--- config.mk ---
export PLATFORM = sky130hd
export DESIGN_NAME = shape_cmd_queue
export DESIGN_NICKNAME = d
export VERILOG_FILES = /design/src/rtl/shape_cmd_queue.sv
export SDC_FILE = /design/constraint.sdc
export NUM_CORES = 1
export LEC_CHECK = 0
export ABC_AREA = 1
export CORE_UTILIZATION = 50
export CTS_CLUSTER_DIAMETER = 150
export DETAILED_ROUTE_END_ITERATION = 7
export GPL_TIMING_DRIVEN = 0
export PLACE_DENSITY = 0.78
export SYNTH_ARGS = -nofsm -noshare
export SYNTH_HDL_FRONTEND = slang
export SYNTH_SLANG_ARGS = --single-unit
--- constraint.sdc ---
create_clock -name clk -period 5.14 [get_ports clk]
set_input_delay 0.771 -clock clk [delete_from_list [all_inputs] [get_ports clk]]
set_output_delay 0.771 -clock clk [all_outputs]
set_load 0.01 [all_outputs]
--- src/rtl/shape_cmd_queue.sv ---
// rtl/shape_cmd_queue.sv - command FIFO and read/write sequencer for the shape processor register port
// Commands replay strictly in order; a read stalls the queue while a response is still pending.
module shape_cmd_queue #(
  parameter int DEPTH = 4,
  parameter int CNT_W = 8
) (
  input  logic             clk,
  input  logic             rst,
  input  logic             cmd_valid,
  output logic             cmd_ready,
  input  logic             cmd_write,
  input  logic [31:0]      cmd_data,
  output logic             rsp_valid,
  input  logic             rsp_ready,
  output logic [31:0]      rsp_data,
  output logic             write,
  output logic [31:0]      write_data,
  output logic             read,
  input  logic [31:0]      read_data,
  input  logic             error,
  output logic [CNT_W-1:0] err_count,
  output logic             busy
);

  localparam int AW = $clog2(DEPTH);
  localparam logic [AW:0] DEPTH_C = (AW + 1)'(DEPTH);

  typedef enum logic [1:0] {IDLE, RD_ISSUE, RD_CAPTURE} state_t;

  state_t        state, state_n;
  logic [32:0]   mem [DEPTH];
  logic [AW-1:0] wr_ptr, rd_ptr;
  logic [AW:0]   count;
  logic [32:0]   head;
  logic          ready_q;
  logic          push, pop, issue_wr, issue_rd, capture;

  // ready_q keeps cmd_ready low until the first edge after reset release
  assign cmd_ready = ready_q && (count < DEPTH_C);
  assign push      = cmd_valid && cmd_ready;
  assign head      = mem[rd_ptr];
  assign busy      = (count != '0) || (state != IDLE) || write || read;

  always_comb begin
    state_n  = state;
    pop      = 1'b0;
    issue_wr = 1'b0;
    issue_rd = 1'b0;
    capture  = 1'b0;
    case (state)
      IDLE: begin
        if (count != '0) begin
          if (head[32]) begin
            pop      = 1'b1;
            issue_wr = 1'b1;
          end else if (!rsp_valid) begin
            pop      = 1'b1;
            issue_rd = 1'b1;
            state_n  = RD_ISSUE;
          end
        end
      end
      RD_ISSUE:   state_n = RD_CAPTURE;
      RD_CAPTURE: begin
        capture = 1'b1;
        state_n = IDLE;
      end
      default:    state_n = IDLE;
    endcase
  end

  always_ff @(posedge clk or posedge rst) begin
    if (rst) state <= IDLE;
    else     state <= state_n;
  end

  always_ff @(posedge clk) begin
    if (push) mem[wr_ptr] <= {cmd_write, cmd_data};
  end

  always_ff @(posedge clk or posedge rst) begin
    if (rst) begin
      ready_q <= 1'b0;
      wr_ptr  <= '0;
      rd_ptr  <= '0;
      count   <= '0;
    end else begin
      ready_q <= 1'b1;
      if (push) wr_ptr <= wr_ptr + 1'b1;
      if (pop)  rd_ptr <= rd_ptr + 1'b1;
      case ({push, pop})
        2'b10:   count <= count + 1'b1;
        2'b01:   count <= count - 1'b1;
        default: count <= count;
      endcase
    end
  end

  always_ff @(posedge clk or posedge rst) begin
    if (rst) begin
      write      <= 1'b0;
      read       <= 1'b0;
      write_data <= '0;
      rsp_valid  <= 1'b0;
      rsp_data   <= '0;
      err_count  <= '0;
    end else begin
      write <= issue_wr;
      read  <= issue_rd;
      if (issue_wr) write_data <= head[31:0];
      if (capture) begin
        rsp_data  <= read_data;
        rsp_valid <= 1'b1;
      end else if (rsp_valid && rsp_ready) begin
        rsp_valid <= 1'b0;
      end
      if (error && (err_count != '1)) err_count <= err_count + 1'b1;
    end
  end

endmodule
# Yosys cells after proc, flatten, opt, wreduce, memory -nomap -nowiden
# Memories as Yosys holds them, arrays and structs flattened.
# Cells that the tools add are included.
totals:
  elab_cells: 59
  memories: 1
  ram_bits: 132
  register_bits: 85
  inputBits: 70
  out_inout_bits: 77
memory_table:
  columns: ["name", "depth", "word_bits", "read_ports", "rd_ports_with_merged_regs", "wr", "line_no", "source"]
  rows:
  - ["mem", 4, 33, 1, 0, 1, "31", "logic [32:0] mem [DEPTH];"]
classes:
  order_cmp: 1
  n_addsub: 5
  eq_ne: 8
  n_reduce_logical: 13
  n_mux: 20
op_table:
  columns: ["cell", "count"]
  rows:
  - ["1-bit two-way mux", 15]
  - ["8-bit by 1-bit adder with 8-bit output (second input constant)", 1]
  - ["8-bit inequality test (second input constant)", 1]
  - ["2-bit two-way mux", 3]
  - ["2-bit inequality test (second input constant)", 3]
  - ["3-bit one-hot mux with 2 select lines", 1]
  - ["2-bit nonzero test", 3]
  - ["2-bit by 1-bit adder with 2-bit output (second input constant)", 2]
  - ["2-bit by 1-bit equality test with 1-bit output (second input constant)", 2]
  - ["2-bit equality test (second input constant)", 2]
  - ["1-bit logical AND", 4]
  - ["2-bit one-hot mux with 2 select lines", 1]
  - ["3-bit by 1-bit adder with 3-bit output (second input constant)", 1]
  - ["1-bit logical OR", 3]
  - ["3-bit less-than comparator (second input constant)", 1]
  - ["3-bit AND reduction", 1]
  - ["3-bit nonzero test", 1]
  - ["3-bit by 1-bit subtractor with 3-bit output (second input constant)", 1]
  - ["2-bit logical NOT", 1]

# Logic depth before layout (Yosys ltp)
# Gate-level depths: netlist of run 1.
depth:
  word_depth: 6
  ltp_mapped: 13
  ltp_nobuf: 13

# Worst setup path after synthesis of run 1
# No wires, ideal clock.
synth_timing:
  kind: "input port to flip-flop"
  from: "input port cmd_valid"
  to: "memory mem[0][0] (enable)"
  path_stages: 2
  required_time_ns: 4.717
  path_buffers: 0
  setup_slack_ns: 2.361
  t_arrival_ns: 2.355
  setup_ns: 0.423
  path_cell_list: "nand2_1 > nor2_1"
synth_via:
  elab_chain_cells: 3
synth_rtl:
  columns: ["element", "line_no", "source"]
  rows:
  - ["start: declaration", "9", "input logic cmd_valid,"]
  - ["1-bit logical AND", "40", "assign push = cmd_valid && cmd_ready;"]
  - ["1-bit two-way mux", "78", "if (push) mem[wr_ptr] <= {cmd_write, cmd_data};"]
  - ["1-bit two-way mux (not written as such)", "78", null]
  - ["end: declaration", "31", null]
# No other way between the ends.

# Worst setup path after layout of run 1
layout_timing:
  from: "register state[1]"
  to: "output port busy"
layout_via:
  elab_chain_cells: 4
layout_rtl:
  columns: ["element", "line_no", "source"]
  rows:
  - ["start: declaration", "30", "state_t state, state_n;"]
  - ["start signal: assignment", "74", "else state <= state_n;"]
  - ["2-bit nonzero test", "42", "assign busy = (count != '0) || (state != IDLE) || write || read;"]
  - ["1-bit logical OR (3 in a row)", "42", null]
  - ["end: declaration", "22", "output logic busy"]
# No other way between the ends.

==> impl_metrics.csv, run 1 <==
group,metric,value,unit
sta,rsz0062_at_grt,"no",
route,via_per_inst,5.34,
flow_run,drv_cap,0,
synthesis,synth_top_area_share,47.7,%
power,power_frac_clock,25.8,%
power,p_leak,4.27,nW
sta,fin_worst_skew,0.00804,ns
synthesis,synth_edf_count,132,
critical_path,critPathRequiredTime,4.37,ns
route,detail-route-antenna-nets,0,
sta,clock.fmax,371,MHz
route,wl_per_cell,18.0,um
synthesis,ys.flop_type,"edfxtp_1",
synthesis,synth-seq-cells,217,
critical_path,crit_type,"register to output port",
synthesis,yosysWarnings,0,
cts,hold_buffers,0,
floorplanning,die-width,131,um
synthesis,yosysSeqAreaShare,73.3,%
global_routing,grt_max_degree,50,
cts,cts_max_level,1,
power,swShare,33.3,%
global_routing,grt_pass1_vias,5681,
layout,area_growth,32.1,%
power,max-vdd-ir-drop,0.391,mV
power,pwr-share-comb,37.0,%
synthesis,synth_area,0.00831,mm^2
floorplanning,core-area,0.0161,mm^2
global_routing,grtUsageTotal,22.6,%
cts,clkSlewWorstSetupHoldPaths,0.06,ns
cts,ctsResizeCount,0,
route,num_vias,5631,
cts,clock_path_buffers,3,
floorplanning,start_util,51.8,%
synthesis,synth_cells,647,
critical_path,start_kind,"register",
critical_path,cp_data_arrival_time,1.92,ns
sta,finalCriticalPeriod,2.69,ns
cts,cts_made_buffers,23,
synthesis,synthArstFlopShare,39.2,%
cts,cts_setup_buffers,0,
critical_path,cp-end-kind,"output port",
outcome,status,"finished clean",
critical_path,cp_max_fo,5,
placed_design,dpl_worst_slack,2.33,ns
floorplanning,dieArea,0.0171,mm^2
sta,timing.final.max_slew_violations,0,
power,pwr-share-seq,37.2,%
cts,clock-root-buffer,"clkbuf_16",
floorplanning,fp-row-count,46,
power,internal_power,4.49,mW
layout,nets,900,
synthesis,synth_top_area_cell,"edfxtp_1",
sta,hold_viol_final,0,
sta,worstMarginPinSlew,0.620,ns
cts,clock_sinks,217,
placed_design,hpwl,12200,um
floorplanning,dieHeight,131,um
synthesis,yosysUniqueCellTypes,26,
power,cellPowerDensity,613,mW/mm^2
route,initialDrtViolationCount,324,
sta,fin_ws,2.45,ns
route,drc,0,
synthesis,synthTopCellsByArea,"edfxtp_1 48%, dfrtp_1 26%, nand2_1 5.7%",
cts,cts_tree,"yes",
sta,period_share,52.4,%
floorplanning,io_pins,147,
route,drt_pre_antenna_iters,5,
global_routing,overflow,0,
global_routing,antenna_found_initial,0,
cts,clock_latency,0.51,ns
layout,nFillCells,1079,
synthesis,avgSynthCellArea,12.9,um^2
sta,max_slew_margin,58.7,%
synthesis,synthMostInstantiatedCell,"edfxtp_1",
sta,setup_tns,0,ns
synthesis,yosys-top-cells-count,"132 x edfxtp_1, 127 x nand2_1, 85 x dfrtp_1",
sta,setup-violations-final,0,
power,netSwitchingPower,2.24,mW
route,wl,18900,um
global_routing,grt_first_pass_wirelength,29200,um
layout,drive_above_1_share,11.2,%
synthesis,synth_nets,724,
placed_design,gp_congestion,0.733,
placed_design,io_buffers,146,
min_path,hold_path.class,"register to register",
layout,antenna-diode-count,0,
==> worst max-delay path, cell delays in order (launching register included) <==
cell and delay, ns:
dfrtp_1 0.37, inv_1 0.05, nand2_1 0.19, inv_1 0.14, nand3_1 0.11, clkdlybuf4s50_1 0.56
==> layout make-up <==
cell class,count,area (um^2),share of cell area [%]
clock buffer,33,654,5.96
multi-input combinational,375,2010,18.3
clock inverter,8,143,1.30
tap,216,270,2.46
timing repair buffer,151,1570,14.3
inverter,26,100,0.911
sequential,217,6090,55.5
buffer,29,146,1.33
==> sequential cells by signal (all words and copies together) (netlist names), 2 cells and up <==
register	cells
count	3
write_data	32
mem	132
rsp_data	32
rd_ptr	2
err_count	8
state	2
wr_ptr	2
==> logic make-up (layout without fill, tap and decap cells) <==
| group | after synthesis | in the layout | share of synthesized area [%] |
|---|---|---|---|
| AOI/OAI and AO/OA | 103 | 103 | 6.68 |
| xor gates and xnor gates | 9 | 9 | 0.948 |
| adders and majority gates | 7 | 7 | 1.14 |
| buffers and inverters | 55 | 247 | 2.93 |
| DFF | 217 | 217 | 73.3 |
| muxes | 32 | 32 | 4.33 |
| other | 1 | 1 | 0.0451 |
| and+or+nand+nor | 223 | 223 | 10.7 |
==> stage by stage <==
step	cell area, um^2	cells	total power [mW]	utilization [%]	hold WS [ns]
2_1_floorplan	8310	647	3.87	-	0.424
3_3_place_gp	10000	1009	4.89	62.6	0.436
3_5_place_dp	10200	1014	5.04	63.4	0.455
4_1_cts	11000	1055	6.78	68.4	0.463
5_1_grt	11000	1055	7.13	68.4	0.495
6_report	11000	1055	6.73	68.4	0.461
==> routing by layer <==
layer	wire (um)	vias to the layer above	track usage, %
met1	7500	2738	28.6
met4	362	0	6.83
met5	0	-	0
met2	9440	262	39.3
li1	-	2596	-
met3	1650	35	4.44
==> power by group through the flow <==
stage / Clock [mW] / Combinational (mW) / Sequential (mW)
6_report: 1.74 / 2.49 / 2.50
5_1_grt: 1.83 / 2.75 / 2.55
4_1_cts: 1.76 / 2.52 / 2.50
3_5_place_dp: 0 / 2.50 / 2.54
3_3_place_gp: 0 / 2.37 / 2.52
2_1_floorplan: 0 / 1.23 / 2.63
==> layout by cell type (no fill, tap or decap), drive strengths merged <==
master	instances
xor2	4
clkinvlp	1
nor3	2
o21ai	69
edfxtp	132
buf	17
a21oi	2
fa	1
nand2	129
ha	6
o22ai	32
clkdlybuf4s50	146
dfrtp	85
nand3	8
mux2	32
conb	1
nand4	4
nor2	80
bufinv	4
clkbuf	50
xnor2	5
clkinv	3
inv	26
==> path summary, 6_finish.rpt <==
path / from / end / slack, ns / cells after the start
setup / recovery: state[1]$_DFFE_PP0P_ / busy / 2.45 / 5
hold / removal: state[1]$_DFFE_PP0P_ / state[1]$_DFFE_PP0P_ / 0.46 / 1
setup reg to reg: rd_ptr[1]$_DFFE_PP0P_ / count[2]$_DFFE_PP0P_ / 2.81 / 12
hold reg to reg: state[1]$_DFFE_PP0P_ / state[1]$_DFFE_PP0P_ / 0.46 / 1
max in group asynchronous: rst / write_data[8]$_DFFE_PP0P_ / 3.88 / 3
min in group asynchronous: rst / err_count[5]$_DFFE_PP0P_ / 0.64 / 2
(Power assumes the default switching activity.)
==> inputs of run 2 (changes only) <==
- clock period: 5.14 -> 2.7 ns (I/O delays scaled with it)
==> run 2 against run 1 <==
Clock power grew 90%; worst hold slack worse by 0.18 ns; register-to-register slack worse by 2.4 ns; sequential power rose by 90%; sequential cell count unchanged; critical path type unchanged.
==> impl_metrics.csv, run 2 (synthesis gave the netlist of run 1 again) <==
group,metric,value,unit
outcome,status,"finished clean",
cts,cts_setup_buffers,0,
placed_design,placed_area,0.0102,mm^2
floorplanning,dieArea,0.0171,mm^2
cts,hold_buffers,0,
power,p_leak,4.27,nW
min_path,hold_path.class,"input pin to async pin",
layout,nets,900,
critical_path,start_kind,"register",
global_routing,overflow,0,
power,cellPowerDensity,1170,mW/mm^2
floorplanning,fp-row-count,46,
global_routing,antenna_found_initial,0,
cts,clock_latency,0.51,ns
route,num_vias,5646,
layout,drive_above_1_share,11.2,%
route,initialDrtViolationCount,325,
critical_path,cp_max_fo,3,
placed_design,hpwl,12200,um
sta,timing.final.max_slew_violations,0,
sta,setup_tns,0,ns
layout,area_growth,32.1,%
critical_path,critPathRequiredTime,2.30,ns
cts,clock_path_buffers,3,
layout,final_common_cell,"clkdlybuf4s50_1",
floorplanning,die-width,131,um
critical_path,worstPathCellList,"nor3_2 -> nand3_1 -> clkdlybuf4s50_1",
critical_path,crit_type,"register to output port",
sta,finalCriticalPeriod,2.33,ns
global_routing,grt_pass1_vias,5687,
global_routing,grt_first_pass_wirelength,29300,um
critical_path,r2r_slack,0.38,ns
critical_path,cpPeakStageDelay,0.53,ns
sta,fin_worst_skew,0.00800,ns
route,detail-route-antenna-nets,0,
route,via_per_inst,5.35,
cts,cts_made_buffers,23,
placed_design,io_buffers,146,
layout,antenna-diode-count,0,
global_routing,grtUsageTotal,22.6,%
sta,max_slew_margin,57.3,%
placed_design,gp_congestion,0.733,
flow_run,drv_cap,0,
sta,clock.fmax,429,MHz
layout,fin_area,0.0110,mm^2
layout,final_cell_mix,"146 x clkdlybuf4s50_1, 132 x edfxtp_1, 127 x nand2_1, 85 x dfrtp_1, 76 x nor2_1",
global_routing,grt_max_degree,50,
layout,reg.largest.list,"mem (132), rsp_data (32), write_data (32)",
critical_path,cp_data_arrival_time,1.92,ns
cts,cts_max_level,1,
floorplanning,io_pins,147,
cts,clkSlewWorstSetupHoldPaths,0.06,ns
sta,worstMarginPinSlew,0.641,ns
critical_path,crit_slowest_cell,"clkdlybuf4s50_1",
floorplanning,dieHeight,131,um
route,wl,18900,um
sta,period_share,86.3,%
route,wl_per_cell,18.0,um
route,drt_pre_antenna_iters,5,
layout,regMostFlops,"mem",
floorplanning,start_util,51.8,%
layout,largest_reg_flops,132,
cts,cts_tree,"yes",
sta,hold_viol_final,0,
sta,rsz0062_at_grt,"no",
route,drc,0,
floorplanning,core-area,0.0161,mm^2
cts,clock-root-buffer,"clkbuf_16",
critical_path,cp-end-kind,"output port",
sta,setup-violations-final,0,
cts,clock_sinks,217,
cts,ctsResizeCount,0,
layout,nFillCells,1079,
power,max-vdd-ir-drop,0.744,mV
## run 2: where the power goes
| part | internal [mW] | total, mW | switching [mW] | leakage (nW) |
|---|---|---|---|---|
| sequential | 4.33 | 4.76 | 0.426 | 2.22 |
| clock | 2.06 | 3.31 | 1.25 | 0.387 |
| combinational | 2.15 | 4.75 | 2.60 | 1.66 |
| total | 8.55 | 12.8 | 4.28 | 4.27 |
## run 2: worst max-delay path: cells and delay by family, from the launching register on
kind | cells | cell delay (ns)
and+or+nand+nor | 2 | 0.49
DFF | 1 | 0.41
buffers and inverters | 1 | 0.53
## run 2: worst paths after layout
check / cells past startpoint / startpoint / endpoint
max in group asynchronous: 3 / rst / write_data[8]$_DFFE_PP0P_
worst max register to register: 12 / rd_ptr[1]$_DFFE_PP0P_ / count[2]$_DFFE_PP0P_
worst min register to register: 1 / state[1]$_DFFE_PP0P_ / state[1]$_DFFE_PP0P_
worst max-delay path: 3 / count[0]$_DFFE_PP0P_ / busy
min in group clk: 1 / state[1]$_DFFE_PP0P_ / state[1]$_DFFE_PP0P_
worst min-delay path: 2 / rst / err_count[5]$_DFFE_PP0P_
## run 2: layout make-up
class                      instances  area [um^2]  area share, %
multi-input combinational        375         2010           18.3
tap                              216          270           2.46
timing repair buffer             151         1570           14.3
inverter                          26          100          0.911
clock buffer                      33          654           5.96
clock inverter                     8          143           1.30
sequential                       217         6090           55.5
buffer                            29          146           1.33
## run 2: metal layers
metal	vias to the layer above	wire length (um)	GRT usage, %
li1	2594	-	-
met1	2752	7530	28.7
met2	269	9430	39.3
met3	31	1660	4.36
met4	0	324	6.90
met5	-	0	0
## run 2: through the flow
step,hold slack (ns),total power [mW],setup WS (ns),std cells,util (%)
2_1_floorplan,0.424,7.36,0.0116,647,-
3_3_place_gp,0.436,9.31,-1.36,1009,62.6
3_5_place_dp,0.455,9.59,0.260,1014,63.4
4_1_cts,0.292,12.9,0.344,1055,68.4
5_1_grt,0.332,13.6,0.147,1055,68.4
6_report,0.277,12.8,0.371,1055,68.4
==> inputs of run 3 (changes only) <==
- CORE_UTILIZATION: 50 -> 52
- PLACE_DENSITY: 0.78 -> 0.81
==> run 3 against run 2 <==
Worst setup slack worse by 0.035 ns; clock skew up 0.011 ns; fmax is 1.5% lower; worst hold slack improved by 0.036 ns; final cell count decreased by 0.66%; largest cell class unchanged; first-iteration DRC count grew 59%; sequential cell count did not move; cell area fell by 0.55%; highest routed layer unchanged; combinational power rose by 1%; clock power shrank 6.0%; sequential share of layout area up 0.30 points; register-to-register slack lost 0.04 ns.
==> impl_metrics.csv, run 3 (synthesis gave the netlist of run 1 again) <==
group,metric,value,unit
route,wl_per_cell,19.0,um
cts,cts_tree,"yes",
power,power_frac_clock,24.5,%
cts,cts_max_level,1,
global_routing,grt_pass1_vias,6003,
cts,cts_setup_buffers,0,
route,drt_pre_antenna_iters,5,
critical_path,cp_data_arrival_time,1.96,ns
power,p_leak,4.25,nW
sta,fin_ws,0.336,ns
global_routing,overflow,0,
placed_design,gp_congestion,0.739,
floorplanning,start_util,53.9,%
critical_path,crit_slowest_cell,"clkdlybuf4s50_1",
layout,seq_area,0.00609,mm^2
route,drc,0,
critical_path,start_kind,"register",
layout,final_cells,1048,
floorplanning,core-area,0.0154,mm^2
sta,timing.final.max_slew_violations,0,
sta,period_share,87.6,%
layout,final_cell_mix,"146 x clkdlybuf4s50_1, 132 x edfxtp_1, 127 x nand2_1, 85 x dfrtp_1, 76 x nor2_1",
floorplanning,fp-row-count,45,
placed_design,dpl_worst_slack,0.262,ns
cts,clkSlewWorstSetupHoldPaths,0.06,ns
cts,clock_path_buffers,3,
critical_path,worstPathCellList,"nor3_2 -> nand3_1 -> clkdlybuf4s50_1",
cts,hold_buffers,0,
power,max-vdd-ir-drop,0.894,mV
sta,hold_viol_final,0,
critical_path,critPathRequiredTime,2.30,ns
layout,final_common_cell,"clkdlybuf4s50_1",
sta,setup-violations-final,0,
global_routing,grtUsageTotal,24.3,%
sta,clock.fmax,423,MHz
critical_path,critPathBufInv,1,
flow_run,drv_cap,0,
placed_design,hpwl,12800,um
layout,area_growth,31.4,%
cts,clock_latency,0.51,ns
sta,fin_worst_skew,0.0185,ns
placed_design,dp_cells,1009,
layout,reg.largest.list,"mem (132), rsp_data (32), write_data (32)",
layout,drive_above_1_share,11.1,%
sta,rsz0062_at_grt,"no",
critical_path,r2r_cells,12,
cts,cts_made_buffers,22,
power,netSwitchingPower,4.35,mW
power,swShare,34.2,%
layout,nFillCells,1079,
power,internal_power,8.36,mW
critical_path,crit_family,"buffers and inverters",
route,initialDrtViolationCount,516,
critical_path,crit_type,"register to output port",
layout,antenna-diode-count,0,
critical_path,cp_max_fo,3,
floorplanning,dieArea,0.0165,mm^2
route,via_per_inst,5.55,
critical_path,cp-end-kind,"output port",
route,num_vias,5816,
power,pwr-share-comb,38.0,%
power,pwr-share-seq,37.6,%
critical_path,crit_cells,3,
layout,largest_reg_flops,132,
sta,finalCriticalPeriod,2.36,ns
route,detail-route-antenna-nets,0,
floorplanning,die-width,128,um
cts,clock-root-buffer,"clkbuf_16",
floorplanning,io_pins,147,
global_routing,grt_max_degree,49,
cts,ctsResizeCount,0,
global_routing,grt_first_pass_wirelength,30800,um
route,wl,19900,um
sta,worstMarginPinSlew,0.579,ns
placed_design,io_buffers,146,
global_routing,antenna_found_initial,0,
sta,max_slew_margin,61.4,%
layout,regMostFlops,"mem",
cts,clock_sinks,217,
min_path,hold_path.class,"input pin to async pin",
layout,utilization,70.8,%
critical_path,cpPeakStageDelay,0.55,ns
layout,nets,899,
floorplanning,dieHeight,128,um
layout,multiInputGateArea,0.00201,mm^2
outcome,status,"finished clean",
power,cellPowerDensity,1160,mW/mm^2
[run 3: changes by cell type in the layout (fill, tap and decap cells not counted)]
cell | before | now
clkinv_8 | 0 | 1
bufinv_16 | 4 | 3
clkbuf_1 | 24 | 23
clkbuf_8 | 2 | 3
clkbuf_16 | 24 | 22
[run 3: power groups by stage]
stage	Sequential (mW)	Combinational (mW)	Clock, mW
finish	4.77	4.82	3.11
global route	4.86	5.26	3.28
CTS	4.77	4.83	3.14
detailed placement	4.83	4.77	0
global placement	4.79	4.51	0
floorplan	5.02	2.34	0
[run 3: worst paths after layout]
check / start / endpoint / slack, ns
max: count[0]$_DFFE_PP0P_ / busy / 0.34
min: rst / write_data[27]$_DFFE_PP0P_ / 0.31
max reg2reg: rd_ptr[1]$_DFFE_PP0P_ / count[2]$_DFFE_PP0P_ / 0.34
min reg2reg: write_data[21]$_DFFE_PP0P_ / write_data[21]$_DFFE_PP0P_ / 0.47
max in group asynchronous: rst / rsp_data[3]$_DFFE_PP0P_ / 1.76
min in group clk: write_data[21]$_DFFE_PP0P_ / write_data[21]$_DFFE_PP0P_ / 0.47
[run 3: final cells by class]
class / instances / area share, %
timing repair buffer: 151 / 14.4
clock inverter: 8 / 1.18
inverter: 26 / 0.916
buffer: 29 / 1.34
multi-input combinational: 375 / 18.4
clock buffer: 31 / 5.62
sequential: 217 / 55.8
tap: 211 / 2.42
[run 3: per-stage QoR]
step | hold WS [ns] | TNS (ns) | instance area [um^2] | power (mW)
after detailed placement | 0.457 | 0 | 10200 | 9.60
after global placement | 0.435 | -272.89 | 10000 | 9.30
final | 0.314 | 0 | 10900 | 12.7
after global routing | 0.364 | 0 | 10900 | 13.4
after CTS | 0.322 | 0 | 10900 | 12.7
after floorplan | 0.424 | 0 | 8310 | 7.36
[run 3: layer usage]
layer / GRT usage, % / part of all wire (%) / vias up
li1: - / - / 2594
met1: 30.0 / 39 / 2856
met2: 43.5 / 50 / 321
met3: 4.20 / 8.4 / 45
met4: 8.37 / 2.7 / 0
met5: 0 / 0 / -
